<file path="config.mk">
export PLATFORM = sky130hd
export DESIGN_NAME = display_scan
export DESIGN_NICKNAME = d
export VERILOG_FILES = /design/src/rtl/display_scan.sv
export SDC_FILE = /design/constraint.sdc
export NUM_CORES = 1
export LEC_CHECK = 0
export CAP_MARGIN = 20
export CELL_PAD_IN_SITES_DETAIL_PLACEMENT = 1
export CELL_PAD_IN_SITES_GLOBAL_PLACEMENT = 1
export CORE_ASPECT_RATIO = 1.25
export CORE_MARGIN = 3
export CORE_UTILIZATION = 30
export CTS_BUF_LIST = sky130_fd_sc_hd__clkbuf_8
export CTS_CLUSTER_SIZE = 20
export DETAILED_ROUTE_END_ITERATION = 6
export GPL_TIMING_DRIVEN = 0
export PLACE_DENSITY_LB_ADDON = 0.1
export SKIP_CTS_REPAIR_TIMING = 1
export SYNTH_ARGS = -nofsm -noshare
export SYNTH_HDL_FRONTEND = slang
export SYNTH_SLANG_ARGS = --single-unit
</file>
<file path="constraint.sdc">
create_clock -name clk -period 2.19 [get_ports clk]
set_input_delay 0.438 -clock clk [delete_from_list [all_inputs] [get_ports clk]]
set_output_delay 0.438 -clock clk [all_outputs]
set_load 0.02 [all_outputs]
</file>
<file path="src/rtl/display_scan.sv">
// display_scan: 8-digit multiplexed seven-segment driver for the timer, with edit-position highlight.
// Define DISPLAY_BLINK_EN to blink the edited digit and flash the display on done; otherwise dp marks them.
module display_scan #(
    parameter int REFRESH_DIV = 100000,
    parameter int BLINK_DIV   = 25000000
) (
    input  logic        clk,
    input  logic        rst,
    input  logic [35:0] bcd_i,
    input  logic [2:0]  curr_digit,
    input  logic        edit,
    input  logic        done,
    output logic [7:0]  an,
    output logic [6:0]  seg,
    output logic        dp
);
    localparam int RW = REFRESH_DIV > 1 ? $clog2(REFRESH_DIV) : 1;
    logic [RW-1:0] rcnt;
    logic [2:0]    k;
    logic [35:0]   snap;
    logic [3:0]    nib;
    logic [6:0]    glyph;
    logic [7:0]    an_n;
    logic          wrap, sel, sep, dp_n;
    assign wrap = rcnt == RW'(REFRESH_DIV - 1);
    always_ff @(posedge clk) begin
        if (rst) begin
            rcnt <= '0;
            k    <= '0;
            snap <= '0;
        end else begin
            rcnt <= wrap ? '0 : rcnt + 1'b1;
            if (wrap) k <= k + 3'd1;
            if (wrap && k == 3'd7) snap <= bcd_i;
        end
    end
    // Position k shows the nibble one above it, so ms1 never reaches the display.
    assign nib = snap[{k, 2'b00} + 6'd4 +: 4];
    always_comb begin
        glyph = 7'b0111111;
        case (nib)
            4'd0: glyph = 7'b1000000;
            4'd1: glyph = 7'b1111001;
            4'd2: glyph = 7'b0100100;
            4'd3: glyph = 7'b0110000;
            4'd4: glyph = 7'b0011001;
            4'd5: glyph = 7'b0010010;
            4'd6: glyph = 7'b0000010;
            4'd7: glyph = 7'b1111000;
            4'd8: glyph = 7'b0000000;
            4'd9: glyph = 7'b0010000;
            default: glyph = 7'b0111111;
        endcase
    end
    assign sel = edit && curr_digit <= 3'd5 && k == 3'd7 - curr_digit;
    assign sep = k == 3'd6 || k == 3'd4 || k == 3'd2;
`ifdef DISPLAY_BLINK_EN
    localparam int BW = BLINK_DIV > 1 ? $clog2(BLINK_DIV) : 1;
    logic [BW-1:0] bcnt;
    logic          phase;
    always_ff @(posedge clk) begin
        if (rst) begin
            bcnt  <= '0;
            phase <= 1'b0;
        end else begin
            bcnt <= bcnt == BW'(BLINK_DIV - 1) ? '0 : bcnt + 1'b1;
            if (bcnt == BW'(BLINK_DIV - 1)) phase <= ~phase;
        end
    end
    assign an_n = (done && phase) ? 8'hFF : ~(8'd1 << k) | ({7'd0, sel && phase} << k);
    assign dp_n = !sep;
`else
    assign an_n = ~(8'd1 << k);
    assign dp_n = !(sep || sel || done);
`endif
    always_ff @(posedge clk) begin
        if (rst) begin
            an  <= 8'hFF;
            seg <= 7'h7F;
            dp  <= 1'b1;
        end else begin
            an  <= an_n;
            seg <= glyph;
            dp  <= dp_n;
        end
    end
endmodule

</file>
; After elaboration in Yosys (flattened, before gate mapping)
; Memory sizes are Yosys's and may differ from the RTL's. A register that Yosys moved wholly into a read port is not among the register bits.
; Cells that the tools add are included.
[totals]
latch_bits = 0
output_inout_bits = 16
elab_cells = 29
register_bits = 65
memories = 1
input_bits = 43
mem_bits_ro = 112
mem_bits_rw = 0
[classes]
addsub = 4
n_lt_le_gt_ge = 1
div_mod_pow = 0
n_mul = 0
bitwise_logic = 1
n_mux = 0
n_shift = 2
n_eq_ne = 6
reduce_logical = 9
[memory_table]
columns = name, words, width, read_ports, rd_ports_with_merged_regs, write_ports, line_no
row1 = (name not given), 16, 7, 1, 1, 0, 41  ; case (nib)
[ops]
columns = operator, n
row1 = 36-bit by 7-bit variable part select with 4-bit output, 1
row2 = 17-bit by 1-bit adder with 17-bit output (second input constant), 1
row3 = 17-bit == test (second input constant), 1
row4 = 3-bit == test (second input constant), 3
row5 = 8-bit NOT, 1
row6 = 1-bit by 3-bit << shifter with 8-bit output (first input constant), 1
row7 = 5-bit by 3-bit adder with 6-bit output (second input constant), 1
row8 = 1-bit logical OR, 4
row9 = 3-bit by 1-bit adder with 3-bit output (second input constant), 1
row10 = 3-bit by 2-bit == test with 1-bit output (second input constant), 1
row11 = 3-bit == test, 1
row12 = 3-bit <= comparator (second input constant), 1
row13 = 1-bit logical AND, 3
row14 = 3-bit subtractor (first input constant), 1
row15 = 2-bit OR reduction, 1
row16 = 1-bit zero test, 1

; Logic depth before layout (Yosys ltp)
[logic_depth]
word_depth = 6
depth_mapped = 8
depth_no_buf = 7

; Worst setup path after synthesis
; Ideal clock, no wire load.
[synth_timing]
kind = register to register
from = reg k[0]
to = reg seg[1]
t_required_ps = 2064
arrival_time_ps = 1896
stages_incl_launch_ff = 8
period_less_slack_ps = 2022
setup_ps = 126
path_slack_ps = 168
path_buffers = 1
path_cell_list = dfxtp_1 -> buf_6 -> mux4_1 -> mux2_2 -> inv_1 -> ha_1 -> a21oi_1 -> o21ai_0
[synth_via]
elab_chain_len = 2
[synth_lines]
columns = item, line_no
row1 = from (decl), 19  ; logic [2:0] k;
row2 = from (signal assigned), 33  ; if (wrap) k <= k + 3'd1;
row3 = 5-bit by 3-bit adder with 6-bit output, 38  ; assign nib = snap[{k, 2'b00} + 6'd4 +: 4];
row4 = 36-bit by 7-bit variable part select with 4-bit output, 38
row5 = to (decl), 14  ; output logic [6:0] seg,
; No other way between the ends.
; A chain may end at the register's enable or synchronous reset.

; Worst setup path after layout
; Ends and elaborated chain as after synthesis.

==> metrics.cfg <==
[floorplan]
rows=41
dieWidth_microns=97.2
dieHeight_microns=120
core_sq_um=10100
initial_core_util_pct=30.9
design.portCount=59
dieArea_sq_um=11700

[synthesis]
synthArstFlopShare_pct=0
syn_avg_cell_area_sq_um=9.15
synth.cell_area_sq_um=3120
synth_cell_type_count=39
synth_cells=341
yosys_warnings=0
synth_edf_count=0
syn_nets=396
yosysSeqAreaShare_pct=43.6
ys_ff_latch=68
synth_ff_type=dfxtp_1

[final_layout]
fillers=1213
final_util_pct=40.0
area_growth_syn_to_layout_pct=29.4
num_antenna_cells=0
final_area_sq_um=4040
layout_commonest_cell=dfxtp_1
layout_common_cells=66 x dfxtp_1, 53 x clkdlybuf4s50_1, 40 x a21oi_1, 39 x nand4_1, 38 x o21ai_0
layout-drive-gt1-share_pct=11.0
nNetsFinal=460

[timing]
timing.fmax_mhz=477
setup_violations=0
hold_viol_final=0
maxSlewViolCount=0
min_period_ns=2.10
rsz0062_at_grt=no
worst_pin_slew_ns=0.567
slew_headroom_pct=62.2
timing.final.crit_share_pct=95.7
fin_skew_ns=0.00590

[global_routing]
grt-ovfl-total=0
grt_max_degree=11
grt_pass1_vias=2964
antenna_found_initial=0
grt.total_usage_pct=15.6
grt_first_pass_wirelength_microns=14400

[critical_path]
rr_worst_depth=7
worstSetupStartpointType=flip-flop
reg2reg_from=k[0]
worstPathMaxFanout=10
cp.arrival_ns=2.30
timing.reg2reg.setup_slack_ns=0.09
cp_slowest_cell=mux4_1
cpLargestDelayFamily=multiplexers
crit_type=reg -> reg
critPathCaptureType=flip-flop
worstPathCellList=buf_12 > mux4_1 > mux2_4 > inv_2 > ha_1 > a21oi_1 > o21ai_0
critPathRequiredTime_ns=2.40
cp.depth=7
slowest_delay_ns=0.55
crit_start=k[0]
cp.buffers_inverters=2
r2r_end=seg[1]

[place]
place_area_sq_um=3810
gp_congestion=0.776
io_buffers=53
dpl.hpwl_microns=6710

[clock_network]
cts_tree=built
cts_root_buf=clkbuf_8
cts_max_level=3
cts_buffers=9
clock_latency_ns=0.34
clock_sinks=68
clkTransAtPathRegs_ns=0.07
clockBufferDepth=2

[pwr]
p_leak_nw=1.43
sw_frac_of_total_pct=22.7
seqPwrFrac_pct=53.2
intPower_w=0.00182
p_comb_share_pct=6.1
p_sw_w=0.000536
ir_drop_mv=0.236
cellPowerDensity_nw_per_um2=584
clockPowerShare_pct=40.6

[worst_hold_path]
min_from=snap[12]
hold_depth=2
min-delay-path-class=reg -> reg
min_to=snap[12]

[detailed_routing]
dr.pass1.iters=4
totalWireLength_microns=9050
vias=2754
vias_per_cell=5.11
drc=0
drt-initial-drc-count=78
ant_nets=0
wl_per_cell_microns=16.8

[run]
cap_violations=0

[status]
outcome=completed

through the flow:
step | hold slack, ns | setup WS, ns | cells | setup TNS (ns) | total power, W
finish | 0.480 | 0.0947 | 539 | 0 | 0.00236
floorplan | 0.441 | 0.168 | 341 | 0 | 0.00133
CTS | 0.481 | -0.197 | 539 | -3.69 | 0.00239
global placement | 0.458 | -0.137 | 523 | -1.30 | 0.00143
detailed placement | 0.471 | -0.166 | 523 | -2.58 | 0.00143
global route | 0.500 | 0.00553 | 539 | 0 | 0.00245
worst reg2reg max path: cells and delay by family, from the launching register on:
| kind | cells | cell delay, ns |
|---|---|---|
| multiplexers | 2 | 0.87 |
| flip-flops | 1 | 0.38 |
| adder cells (fa/ha/maj) | 1 | 0.26 |
| buffers and inverters | 2 | 0.24 |
| AO/OA/AOI/OAI | 2 | 0.22 |
layout make-up:
cell class | instances | area [sq um] | share of cell area, %
Sequential cell | 68 | 1370 | 33.8
Clock inverter | 4 | 16.3 | 0.403
Tap cell | 129 | 161 | 4.00
Inverter | 10 | 37.5 | 0.929
Clock buffer | 12 | 165 | 4.09
Buffer | 26 | 130 | 3.22
Multi-Input combinational cell | 235 | 1620 | 40.0
Timing Repair Buffer | 55 | 546 | 13.5
how the worst max path moves through the flow:
stage / endpoint / slack [ns]
2_1_floorplan: seg[1] / 0.17
3_3_place_gp: seg[0] / -0.14
3_5_place_dp: seg[0] / -0.17
4_1_cts: seg[0] / -0.20
5_1_grt: seg[1] / 0.006
6_report: seg[1] / 0.09
power groups by stage:
stage                     sequential, W  combinational, W  clock [W]
after floorplan                 0.00129         0.0000329          0
after global placement          0.00128          0.000145          0
after detailed placement        0.00128          0.000145          0
after CTS                       0.00126          0.000147   0.000989
after global routing            0.00126          0.000155    0.00104
final                           0.00126          0.000145   0.000958
cell usage after synthesis (all sizes together) (3+ instances only):
cell type   n  area (sq um)
a21oi      40           200
and3        3          18.8
buf         8          46.3
clkbuf     20          75.1
dfxtp      68          1360
ha         12           150
inv         8          30.0
mux2        4          52.6
mux2i       4          40.0
mux4        8           191
nand2      17          63.8
nand3       6          30.0
nand4      39           244
nor2       22          82.6
o21ai      40           200
or3         4          25.0
xnor2       6          52.6
xor2        8          70.1
cell families (layout without fill, tap and decap cells):
kind of cell    Yosys count  in the layout  share of synthesized area [%]
buf+inv                  38            107                           5.09
xor+xnor                 14             14                           3.93
compound gates           87             87                           14.5
simple gates            106            106                           18.9
flops                    68             68                           43.6
fa+ha+maj                12             12                           4.81
mux                      16             16                           9.10
flip-flops by register name, summed over array words and instances (netlist names):
name  cells
snap     32
rcnt     17
an        8
seg       7
k         3
dp        1
layer usage:
layer  track usage [%]  up-vias  wire length, microns
li1                  -     1372                     -
met4              6.75        0                   129
met1              17.2     1332                  3910
met3              2.62       11                   243
met2              29.4       39                  4770
met5                 0        -                     0
(Power assumes the default switching activity.)
